===== config.mk =====
export PLATFORM = sky130hd
export DESIGN_NAME = pwm_decode
export DESIGN_NICKNAME = d
export VERILOG_FILES = /design/src/rtl/pwm_pkg.sv /design/src/rtl/pwm_hi_cnt.sv /design/src/rtl/pwm_decode.sv
export SDC_FILE = /design/constraint.sdc
export NUM_CORES = 1
export LEC_CHECK = 0
export ABC_AREA = 1
export CORE_ASPECT_RATIO = 0.9
export CORE_MARGIN = 5
export CORE_UTILIZATION = 59
export CTS_CLUSTER_DIAMETER = 40
export DETAILED_ROUTE_END_ITERATION = 12
export PLACE_DENSITY = 0.84
export RECOVER_POWER = 25
export SYNTH_ARGS = -nofsm -noshare
export SYNTH_HDL_FRONTEND = slang
export SYNTH_SLANG_ARGS = --single-unit

===== constraint.sdc =====
create_clock -name clk -period 2.7 [get_ports clk]
set_input_delay 0.675 -clock clk [delete_from_list [all_inputs] [get_ports clk]]
set_output_delay 0.675 -clock clk [all_outputs]
set_load 0.01 [all_outputs]

===== src/rtl/pwm_pkg.sv =====
// Shared types and constants for the PWM duty/direction decoder.
package pwm_pkg;

    localparam int PERIOD_DEF = 2048;
    localparam int SPD_W      = 11;
    localparam int CNT_W      = 12;

    typedef enum logic [1:0] {
        ST_IDLE    = 2'd0,
        ST_MEASURE = 2'd1,
        ST_REPORT  = 2'd2
    } pwm_state_e;

    // A full-period high count does not fit in SPD_W bits; clamp it to all-ones.
    function automatic logic [SPD_W-1:0] sat_spd(input logic [CNT_W-1:0] cnt);
        return (|cnt[CNT_W-1:SPD_W]) ? {SPD_W{1'b1}} : cnt[SPD_W-1:0];
    endfunction

endpackage


===== src/rtl/pwm_hi_cnt.sv =====
// High-cycle counter for one synchronized PWM line; cleared at each window end.
module pwm_hi_cnt
    import pwm_pkg::*;
(
    input  logic             clk,
    input  logic             rst,
    input  logic             clr,
    input  logic             en,
    output logic [CNT_W-1:0] cnt
);

    always_ff @(posedge clk) begin
        if (rst || clr) begin
            cnt <= '0;
        end else if (en) begin
            cnt <= cnt + CNT_W'(1);
        end
    end

endmodule


===== src/rtl/pwm_decode.sv =====
// Recovers speed and direction from a forward/reverse PWM pair, one result per window.
//   state      | meaning
//   ST_IDLE    | first window after reset, partial, result discarded
//   ST_MEASURE | counting a full window
//   ST_REPORT  | one cycle, new spd/rev/dir_err presented with vld
module pwm_decode
    import pwm_pkg::*;
#(
    parameter int PERIOD = PERIOD_DEF
) (
    input  logic             clk,
    input  logic             rst,
    input  logic             PWM_frwrd,
    input  logic             PWM_rev,
    input  logic             clr_flt,
    output logic [SPD_W-1:0] spd,
    output logic             rev,
    output logic             vld,
    output logic             dir_err,
    output logic             shoot_thru
);

    localparam logic [CNT_W-1:0] WIN_LAST = CNT_W'(PERIOD - 1);

    logic [1:0]       frwrd_sync;
    logic [1:0]       rev_sync;
    logic             frwrd_s;
    logic             rev_s;
    logic [CNT_W-1:0] win_cnt;
    logic [CNT_W-1:0] frwrd_cnt;
    logic [CNT_W-1:0] rev_cnt;
    logic [CNT_W-1:0] frwrd_tot;
    logic [CNT_W-1:0] rev_tot;
    logic             win_end;
    logic             load;
    pwm_state_e       state;
    pwm_state_e       state_nxt;

    always_ff @(posedge clk) begin
        if (rst) begin
            frwrd_sync <= '0;
            rev_sync   <= '0;
        end else begin
            frwrd_sync <= {frwrd_sync[0], PWM_frwrd};
            rev_sync   <= {rev_sync[0], PWM_rev};
        end
    end

    assign frwrd_s = frwrd_sync[1];
    assign rev_s   = rev_sync[1];

    always_ff @(posedge clk) begin
        if (rst || win_end) begin
            win_cnt <= '0;
        end else begin
            win_cnt <= win_cnt + CNT_W'(1);
        end
    end

    assign win_end = (win_cnt == WIN_LAST);

    pwm_hi_cnt u_frwrd_cnt (
        .clk (clk),
        .rst (rst),
        .clr (win_end),
        .en  (frwrd_s),
        .cnt (frwrd_cnt)
    );

    pwm_hi_cnt u_rev_cnt (
        .clk (clk),
        .rst (rst),
        .clr (win_end),
        .en  (rev_s),
        .cnt (rev_cnt)
    );

    // The window-end sample is folded in here while the counters restart from zero.
    assign frwrd_tot = frwrd_cnt + CNT_W'(frwrd_s);
    assign rev_tot   = rev_cnt + CNT_W'(rev_s);

    always_ff @(posedge clk) begin
        if (rst) begin
            state <= ST_IDLE;
        end else begin
            state <= state_nxt;
        end
    end

    always_comb begin
        state_nxt = state;
        case (state)
            ST_IDLE:    if (win_end) state_nxt = ST_MEASURE;
            ST_MEASURE: if (win_end) state_nxt = ST_REPORT;
            ST_REPORT:  state_nxt = ST_MEASURE;
            default:    state_nxt = ST_IDLE;
        endcase
    end

    always_comb begin
        vld  = (state == ST_REPORT);
        load = (state == ST_MEASURE) && win_end;
    end

    always_ff @(posedge clk) begin
        if (rst) begin
            spd     <= '0;
            rev     <= 1'b0;
            dir_err <= 1'b0;
        end else if (load) begin
            spd     <= '0;
            dir_err <= 1'b0;
            if ((frwrd_tot != '0) && (rev_tot != '0)) begin
                dir_err <= 1'b1;
            end else if (frwrd_tot != '0) begin
                spd <= sat_spd(frwrd_tot);
                rev <= 1'b0;
            end else if (rev_tot != '0) begin
                spd <= sat_spd(rev_tot);
                rev <= 1'b1;
            end
        end
    end

    // Set wins over clear so an overlap in the clearing cycle is never lost.
    always_ff @(posedge clk) begin
        if (rst) begin
            shoot_thru <= 1'b0;
        end else if (frwrd_s && rev_s) begin
            shoot_thru <= 1'b1;
        end else if (clr_flt) begin
            shoot_thru <= 1'b0;
        end
    end

endmodule


==> qor.csv, run 1 <==
metric;value;unit
area_growth;11.85;%
slew-limit-headroom;40.37;%
crit_fanout;11;
clk_path_buf_depth;2;
post_synth_num_cell_types;30;
detail_route.wl_per_cell;12.79;um
timing.rr.end;dir_err;
gr-total-overflow;0;
cts-root-buf;clkbuf_8;
multi_input_area;1712;sq um
fmax;0.3986;GHz
regArea;1122;sq um
drt_first_pass_iters;4;
dpl_cell_area;3329;sq um
drive_above_1_share;8.207;%
setup_ws;0.1910;ns
irDropWorstVdd;0.3801;mV
leakage;0.001423;uW
ios;20;
dp_hpwl;5.034;mm
finalPower;1417;uW
grt_pass1_wl;11.67;mm
setup_violations;0;
hold_viol_final;0;
synth_seq_cells;56;
fin_crit_sh;92.93;%
grt_max_degree;32;
r2r_setup_slack;0.19;ns
fin_util;69.31;%
die_y;78.23;um
ant_nets;0;
worstReg2RegStart;u_frwrd_cnt.cnt[0];
slew_violations;0;
clkLatencyLatePin;0.31;ns
crit_start;u_frwrd_cnt.cnt[0];
netlist_area;3052;sq um
yosys_warnings;0;
rsz0062_at_grt;false;
antenna_found_initial;0;
cts.sinks;56;
fp.dieArea;6713;sq um
hold_depth;2;
rr_worst_depth;12;
drv_cap;0;
numCtsBuffers;5;
fin_crit;2.509;ns
p_per_area;415.2;nW/um^2
syn-instance-count;438;
use_met3;3.874;%
hold_path_class;flop to flop;
hold_buffers;0;
grt_usage;21.08;%
start_util;61.97;%
dp_slack;0.1948;ns
dieWidth;85.81;um
vias_per_cell;5.337;
crit_arrival;2.68;ns
port_buffers;19;
clk_pin_slew;0.10;ns
start_kind;flop;
cts_tree;yes;
stdcell_area;3413;sq um
final_nets;476;
ctsHtreeMaxLevel;2;
finalSetupTns;0;ns
worst_pin_slew;0.8945;ns
synth.yosys.seq_area_share;36.74;%
via_count;2818;
use_met2;35.25;%
critPathKind;flop to flop;
gp_congestion;0.8514;
drc;0;
grtUsageMet1;26.68;%
wirelength;6.755;mm
fin_skew;0.004997;ns
grt_pass1_vias;2666;
syn_nets;452;
antennaDiodeCount;0;
syn_avg_cell_area;6.967;sq um
end_kind;flop;
gr-max-usage-layer;met2;
core-area;4925;sq um
critPathRequiredTime;2.87;ns
status;finished, final reports clean;
drtIter0Drc;176;
fill_cells;404;
crit_end;dir_err;
row_count;24;
[report_power, final]
group	leakage (uW)	internal, uW	switching (uW)
Combinational	0.000925	38.9	60.1
Sequential	0.000453	834	6.68
Clock	0.0000445	185	292
Total	0.00142	1060	359
[how the worst min path moves through the flow]
stage                       start       endpoint  slack [ns]
CTS                   rev_sync[0]    rev_sync[1]        0.41
finish                rev_sync[0]    rev_sync[1]        0.41
detailed placement    rev_sync[0]    rev_sync[1]        0.40
global placement      rev_sync[0]    rev_sync[1]        0.39
global route          rev_sync[0]    rev_sync[1]        0.42
floorplan           frwrd_sync[0]  frwrd_sync[1]        0.39
[flip-flops by register name (all words and copies together), names as in the netlist]
register         flops
rev_sync             2
frwrd_sync           2
u_rev_cnt.cnt       12
spd                 11
dir_err              1
win_cnt             12
rev                  1
shoot_thru           1
state                2
u_frwrd_cnt.cnt     12
[kinds of logic after synthesis]
group           share of synthesized area [%]
compound gates                          7.544
flops                                   36.74
buf+inv                                 6.929
simple gates                            37.84
xor+xnor                                6.601
mux                                    0.6560
fa+ha+maj                               3.690
[stage by stage]
| stage | std cells | hold WS [ns] |
|---|---|---|
| floorplan | 438 | 0.3883 |
| global placement | 519 | 0.3907 |
| detailed placement | 519 | 0.3955 |
| CTS | 527 | 0.4116 |
| global route | 528 | 0.4240 |
| finish | 528 | 0.4095 |
[per-layer routing]
metal	share of wire (%)	vias to the layer above
met3	5.3	18
met4	2.5	0
met2	49	56
met1	44	1276
li1	-	1468
met5	0	-
[cells in the final DEF (no fill, tap or decap)]
master,synthesis,routed
inv_6,0,1
nor2_8,1,1
nor2_4,3,3
o21a_1,1,1
nand2_2,7,7
o21bai_1,1,1
or2_2,3,3
a31oi_1,2,2
nand4_1,16,16
a21oi_1,30,30
nor3b_1,3,3
buf_4,1,8
nand3_2,4,3
dfxtp_1,56,55
o21ai_0,9,9
mux2i_1,2,2
nor2_1,74,75
clkbuf_8,0,5
a211oi_1,1,1
clkinv_1,1,1
dlygate4sd3_1,0,6
clkinvlp_4,0,1
nor4_1,2,2
clkinv_2,0,1
inv_1,39,39
xor2_1,18,18
clkdlybuf4s50_1,0,13
clkbuf_1,6,2
nand2_1,93,93
ha_1,9,9
nor3_1,6,6
dfxtp_2,0,1
xnor2_1,5,5
nand3_1,35,36
nor2_2,5,4
[critical path, stage by stage, from the launching register on]
cell	delay (ns)
dfxtp_2	0.36
ha_1	0.20
ha_1	0.29
or2_2	0.30
nor2_1	0.13
nand3_2	0.12
nor2_4	0.18
nand3_2	0.10
ha_1	0.22
nor2_1	0.11
buf_4	0.19
buf_4	0.13
nor3_1	0.04
[synth_stat cells]
cell type	n	area share (%)
buf_2	4	0.66
nor2_1	74	9.1
nand3_2	4	1.3
buf_4	1	0.25
nand2_2	7	1.4
xor2_1	18	5.2
inv_1	39	4.8
mux2i_1	2	0.66
nor3b_1	3	0.74
o21a_1	1	0.25
buf_6	1	0.37
a21oi_1	30	4.9
dfxtp_1	56	37
clkinv_1	1	0.12
nor2_2	5	1.0
nand4_1	16	3.3
a31oi_1	2	0.41
nor2_8	1	0.66
nand2_1	93	11
nor3_1	6	0.98
o21bai_1	1	0.25
o21ai_0	9	1.5
clkbuf_1	6	0.74
nor2_4	3	1.1
nor4_1	2	0.41
a211oi_1	1	0.25
xnor2_1	5	1.4
ha_1	9	3.7
nand3_1	35	5.7
or2_2	3	0.62
[area by class of cell]
class / count / share of cell area [%]
Inverter: 40 / 4.399
Clock buffer: 5 / 2.016
Sequential cell: 56 / 32.88
Clock inverter: 3 / 0.6232
Multi-Input combinational cell: 330 / 50.15
Timing Repair Buffer: 29 / 7.551
Tap cell: 65 / 2.383
[timing repair]
action	in CTS	in global routing
endpoints found under the setup margin	0	3
buffers inserted	0	1
resized for setup	0	1
No activity file was read; power rests on OpenSTA's default activity.
==> run 2: changes to the inputs <==
--- a/config.mk
+++ b/config.mk
@@ -13,6 +13,7 @@
 export DETAILED_ROUTE_END_ITERATION = 12
 export PLACE_DENSITY = 0.84
 export RECOVER_POWER = 25
+export REMOVE_ABC_BUFFERS = 1
 export SYNTH_ARGS = -nofsm -noshare
 export SYNTH_HDL_FRONTEND = slang
 export SYNTH_SLANG_ARGS = --single-unit
==> qor.csv, run 2 (synthesized netlist as in run 1, its figures left out) <==
metric;value;unit;change
crit_path_cell_trace;ha_1, ha_1, or2_2, nor2_1, nand3_2, nor2_4, nand3_2, ha_1, nor2_2, buf_4, nand3_1, a21oi_1;;
hold_end;rev_sync[1];;
finalPower;1414;uW;-0.23%
cp_common_cell;ha_1;;
core-area;4925;sq um;unchanged
irDropWorstVdd;0.3785;mV;-0.44%
r2r_setup_slack;0.17;ns;-0.02 ns
post_cts_buffers;0;;unchanged
pwr-share-comb;7.0;%;about the same
port_buffers;19;;unchanged
crit_arrival;2.78;ns;+0.10 ns
cts-root-buf;clkbuf_8;;
p_per_area;414.1;nW/um^2;-0.27%
vias_per_cell;5.359;;+0.40%
slew_violations;0;;unchanged
hold_viol_final;0;;unchanged
slew-limit-headroom;70.81;%;+30 points
crit_buf_inv;1;;-1
antenna_found_initial;0;;unchanged
via_count;2824;;+0.21%
layout_common_cells;nand2_1 (93), nor2_1 (74), dfxtp_1 (54), inv_1 (39), nand3_1 (36);;
stdcell_area;3415;sq um;about the same
start_util;61.97;%;unchanged
critPathKind;flop to flop;;
critPathRequiredTime;2.95;ns;+0.08 ns
hold_buffers;0;;unchanged
fp.dieArea;6713;sq um;unchanged
pwr-share-clk;33.5;%;-0.2 points
grt_pass1_vias;2511;;-5.8%
switchingPower;353.1;uW;-1.6%
fin_crit_sh;93.65;%;+0.73 points
wirelength;6.502;mm;-3.7%
gr-total-overflow;0;;unchanged
worstReg2RegStart;u_frwrd_cnt.cnt[0];;
rsz0062_at_grt;false;;
crit_fanout;8;;-3
status;finished, final reports clean;;
cts.sinks;56;;unchanged
start_kind;flop;;
drive_above_1_share;8.658;%;+0.45 points
row_count;24;;unchanged
ctsHtreeMaxLevel;2;;unchanged
numCtsBuffers;5;;unchanged
cts_tree;yes;;
rr_worst_depth;12;;unchanged
hold_start;rev_sync[0];;
setup_ws;0.1714;ns;-0.01962 ns
grt_pass1_wl;11.18;mm;-4.2%
layout_commonest_cell;nand2_1;;
hold_depth;2;;unchanged
antennaDiodeCount;0;;unchanged
hold_path_class;flop to flop;;
grt_max_degree;32;;unchanged
fin_crit;2.529;ns;+0.01962 ns
end_kind;flop;;
timing.rr.end;spd[5];;
p_sw_share;24.97;%;-0.35 points
p_int;1061;uW;+0.24%
setup_violations;0;;unchanged
clk_pin_slew;0.10;ns;about the same
ios;20;;unchanged
power_frac_seq;59.5;%;+0.2 points
dpl_cell_area;3329;sq um;unchanged
drv_cap;0;;unchanged
gp_congestion;0.8984;;+5.5%
die_y;78.23;um;unchanged
ant_nets;0;;unchanged
detail_route.wl_per_cell;12.34;um;-3.6%
final_nets;475;;-0.21%
path_delay_family;simple AND/OR/NAND/NOR gates;;
fill_cells;449;;+11%
area_growth;11.89;%;about the same
clk_path_buf_depth;2;;unchanged
clkLatencyLatePin;0.32;ns;about the same
fmax;0.3955;GHz;-0.78%
dieWidth;85.81;um;unchanged
worst_pin_slew;0.4363;ns;-0.4582 ns
largestRegisters;u_frwrd_cnt.cnt x12, u_rev_cnt.cnt x12, win_cnt x12;;
cpMaxStageDelayCell;dfxtp_2;;
fin_skew;0.006610;ns;+0.001612 ns
dp_slack;0.1186;ns;-0.07615 ns
dp_hpwl;4.944;mm;-1.8%
drt_first_pass_iters;4;;unchanged
critPathMaxStageDelay;0.36;ns;about the same
drc;0;;unchanged
drtIter0Drc;264;;+50%
whs;0.4200;ns;+0.01054 ns
leakage;0.001425;uW;+0.14%
grt_usage;20.44;%;-0.64 points
## run 2: repair_timing
item	CTS	global route
resized for setup	0	3
hold endpoints to repair	0	0
endpoints found under the setup margin	0	7
## run 2: per-stage QoR
step | setup TNS [ns] | utilization [%] | std cells
after floorplan | -0.4363 | - | 426
after global placement | 0 | 67.61 | 519
after detailed placement | 0 | 67.61 | 519
after CTS | 0 | 69.46 | 527
after global routing | 0 | 69.33 | 527
final | 0 | 69.33 | 527
## run 2: worst min-delay path: stages, from the launching register on
cell and delay [ns]:
dfxtp_1 0.31, inv_1 0.05, nor2_1 0.03
## run 2: final cells by class
| type | instances | area [sq um] | area share [%] |
|---|---|---|---|
| clock buffer | 5 | 68.82 | 2.015 |
| clock inverter | 3 | 22.52 | 0.6596 |
| inverter | 40 | 150.1 | 4.397 |
| multi-input combinational | 330 | 1714 | 50.20 |
| sequential | 56 | 1124 | 32.91 |
| tap | 65 | 81.33 | 2.382 |
| timing repair buffer | 28 | 254.0 | 7.439 |
## run 2: power by group through the flow
stage	Clock, uW	Sequential, uW	Combinational [uW]
global route	526	843	113
finish	474	841	99.3
detailed placement	0	860	99.6
global placement	0	859	97.0
floorplan	0	860	60.1
CTS	483	841	101
## run 2: worst max path at each step
stage                     cells after the start  slack, ns          startpoint      to
after global routing                         12      0.005  u_frwrd_cnt.cnt[0]  spd[5]
after detailed placement                     12       0.12  u_frwrd_cnt.cnt[0]  spd[5]
after global placement                       12       0.24  u_frwrd_cnt.cnt[0]  spd[1]
after floorplan                              12      -0.04       frwrd_sync[1]  spd[0]
final                                        12       0.17  u_frwrd_cnt.cnt[0]  spd[5]
after CTS                                    12       0.09  u_frwrd_cnt.cnt[0]  spd[5]
## run 2: metal layers
layer	vias to the layer above	GRT usage [%]	share of wire, %	wire [um]
li1	1468	-	-	-
met2	61	34.08	48	3109
met4	0	5.696	1.2	76
met3	7	4.817	5.3	342
met1	1288	26.48	46	2973
met5	-	0	0	0
==> run 3: changes to the inputs <==
--- a/config.mk
+++ b/config.mk
@@ -11,9 +11,10 @@
 export CORE_UTILIZATION = 59
 export CTS_CLUSTER_DIAMETER = 40
 export DETAILED_ROUTE_END_ITERATION = 12
-export PLACE_DENSITY = 0.84
+export PLACE_DENSITY = 0.83
 export RECOVER_POWER = 25
 export REMOVE_ABC_BUFFERS = 1
 export SYNTH_ARGS = -nofsm -noshare
 export SYNTH_HDL_FRONTEND = slang
+export SYNTH_HIERARCHICAL = 1
 export SYNTH_SLANG_ARGS = --single-unit
==> qor.csv, run 3 <==
metric;value;unit;change
dpl_cell_area;3558;sq um;+6.9%
dp_slack;0.2037;ns;+0.08505 ns
core-area;5286;sq um;+7.3%
power_frac_seq;58.3;%;-1.2 points
largestRegisters;u_frwrd_cnt/cnt x12, u_rev_cnt/cnt x12, win_cnt x12;;
crit_arrival;2.74;ns;-0.04 ns
fin_crit_sh;92.44;%;-1.2 points
post_cts_buffers;0;;unchanged
multi_input_area;1832;sq um;+6.9%
regArea;1122;sq um;-0.11%
synth_common_cells;nand2_1 (116), nor2_1 (80), inv_1 (59);;
grt_pass1_vias;2832;;+13%
setup_violations;0;;unchanged
fin_util;68.66;%;-0.67 points
drc;0;;unchanged
yosys_warnings;6;;+6
vias_per_cell;5.269;;-1.7%
worst_pin_slew;0.7950;ns;+0.3588 ns
fin_skew;0.004671;ns;-0.001938 ns
synth_top_area_share;34.59;%;-2.1 points
critPathRequiredTime;2.95;ns;about the same
row_count;25;;+4.2%
layout_commonest_cell;nand2_1;;
clk_path_buf_depth;2;;unchanged
clk_pin_slew;0.11;ns;about the same
pwr-share-comb;8.2;%;+1.2 points
crit_fanout;9;;+1
detail_route.wl_per_cell;11.52;um;-6.7%
fill_cells;473;;+5.3%
whs;0.4077;ns;-0.01230 ns
drt_first_pass_iters;4;;unchanged
yosysMostFrequentCell;nand2_1;;
syn_avg_cell_area;6.560;sq um;-5.8%
critPathMaxStageDelay;0.35;ns;about the same
numCtsBuffers;5;;unchanged
hold_path_class;flop to flop;;
grt_pass1_wl;12.21;mm;+9.2%
synth.area.top_cells;dfxtp_1 (35%), nand2_1 (13%), nor2_1 (9.3%);;
crit_buf_inv;1;;unchanged
cts_tree;yes;;
end_kind;flop;;
crit_path_cell_trace;ha_2, ha_1, or2_2, nor2_1, nand2_1, nor2_1, nand2_1, nor2_2, nand2_2, ha_1, nor2_1, buf_4, nand3_1, a21oi_1;;
finalPower;1448;uW;+2.4%
cts-root-buf;clkbuf_8;;
irDropWorstVdd;0.4277;mV;+13%
final_nets;537;;+13%
switchingPower;376.3;uW;+6.6%
hold_viol_final;0;;unchanged
synth_top_cell_by_area;dfxtp_1;;
synth.yosys.seq_area_share;34.59;%;-2.1 points
p_sw_share;25.98;%;+1.0 points
grt_max_degree;20;;-38%
synth_edf_count;0;;unchanged
p_int;1072;uW;+1.0%
p_per_area;399.0;nW/um^2;-3.7%
dieWidth;88.12;um;+2.7%
drtIter0Drc;183;;-31%
synth_seq_cells;56;;unchanged
gr-total-overflow;0;;unchanged
antenna_found_initial;0;;unchanged
setup_ws;0.2042;ns;+0.03284 ns
pwr-share-clk;33.6;%;about the same
critPathKind;flop to flop;;
drv_cap;0;;unchanged
fmax;0.4007;GHz;+1.3%
cts_resized;0;;unchanged
post_synth_num_cell_types;30;;unchanged
ant_nets;0;;unchanged
start_kind;flop;;
cts.sinks;56;;unchanged
slew-limit-headroom;47.00;%;-24 points
rsz0062_at_grt;false;;
area_growth;12.01;%;
stdcell_area;3630;sq um;+6.3%
clkLatencyLatePin;0.32;ns;about the same
fp.dieArea;7077;sq um;+5.4%
dp_hpwl;5.254;mm;+6.3%
slew_violations;0;;unchanged
gp_congestion;0.8560;;-4.7%
antennaDiodeCount;0;;unchanged
via_count;3119;;+10%
hold_buffers;0;;unchanged
status;finished, final reports clean;;
syn-instance-count;494;;+13%
grt_usage;21.25;%;+0.80 points
cp_common_cell;nor2_1;;
fin_crit;2.496;ns;-0.03284 ns
leakage;0.001437;uW;+0.84%
die_y;80.31;um;+2.7%
ios;20;;unchanged
wirelength;6.818;mm;+4.9%
start_util;61.30;%;-0.66 points
synth_top_flop_cell;dfxtp_1;;
drive_above_1_share;9.524;%;+0.87 points
path_delay_family;simple AND/OR/NAND/NOR gates;;
netlist_area;3241;sq um;+6.2%
ys_async_sr_fraction;0;%;unchanged
port_buffers;19;;unchanged
layout_common_cells;nand2_1 (116), nor2_1 (83), inv_1 (59), dfxtp_1 (55), nand3_1 (49);;
ctsHtreeMaxLevel;2;;unchanged
cpMaxStageDelayCell;dfxtp_2;;
-- run 3: changes by cell type in the layout (fill, tap and decap cells not counted), moves of 9 or more --
cell,before,now
inv_1,39,59
nand2_1,93,116
nand3_1,36,49
nand4_1,16,7
nor2_1,74,83
xor2_1,18,7
-- run 3: path summary, 6_finish.rpt --
path | startpoint | end | slack [ns] | depth (start not counted)
max | u_frwrd_cnt/cnt[0] | spd[7] | 0.20 | 14
min reg2reg | frwrd_sync[0] | frwrd_sync[1] | 0.41 | 2
max reg2reg | u_frwrd_cnt/cnt[0] | spd[7] | 0.20 | 14
min | frwrd_sync[0] | frwrd_sync[1] | 0.41 | 2
-- run 3: power groups by stage --
stage          registers, uW  logic, uW  clock network (uW)
3_5_place_dp             863        119                   0
2_1_floorplan            863       75.6                   0
5_1_grt                  846        135                 527
4_1_cts                  844        120                 498
3_3_place_gp             862        117                   0
6_report                 844        118                 486
-- run 3: area by class of cell --
cell class	instances	share of cell area, %
flip-flops and latches	56	30.92
clock inverters	3	0.6894
clock buffers	5	1.896
repair buffers	31	7.618
multi-input cells	371	50.47
well taps	67	2.310
inverters	59	6.101
-- run 3: worst reg2reg max path: stages, from the launching register on --
cell	delay, ns
dfxtp_2	0.35
ha_2	0.19
ha_1	0.28
or2_2	0.30
nor2_1	0.10
nand2_1	0.06
nor2_1	0.13
nand2_1	0.10
nor2_2	0.13
nand2_2	0.07
ha_1	0.19
nor2_1	0.14
buf_4	0.18
nand3_1	0.08
a21oi_1	0.13
-- run 3: routing by layer --
layer | track usage, % | share of wire, % | wire length, um | up-vias
met3 | 2.462 | 4.3 | 290 | 9
met4 | 6.949 | 1.2 | 83 | 0
met1 | 30.23 | 50 | 3439 | 1399
li1 | - | - | - | 1645
met2 | 33.36 | 44 | 3004 | 66
met5 | 0 | 0 | 0 | -
-- run 3: cell families (layout without fill, tap and decap cells) --
group	count (synthesis)	in the layout	share of synthesized area, %
compound gates	56	56	9.575
xor+xnor	8	8	2.162
fa+ha+maj	8	8	3.089
buf+inv	67	98	8.263
flops	56	56	34.59
simple gates	299	299	42.32
-- run 3: per-stage QoR --
stage	TNS (ns)	instances
2_1_floorplan	-3.199	486
3_3_place_gp	0	584
3_5_place_dp	0	584
4_1_cts	0	592
5_1_grt	0	592
6_report	0	592
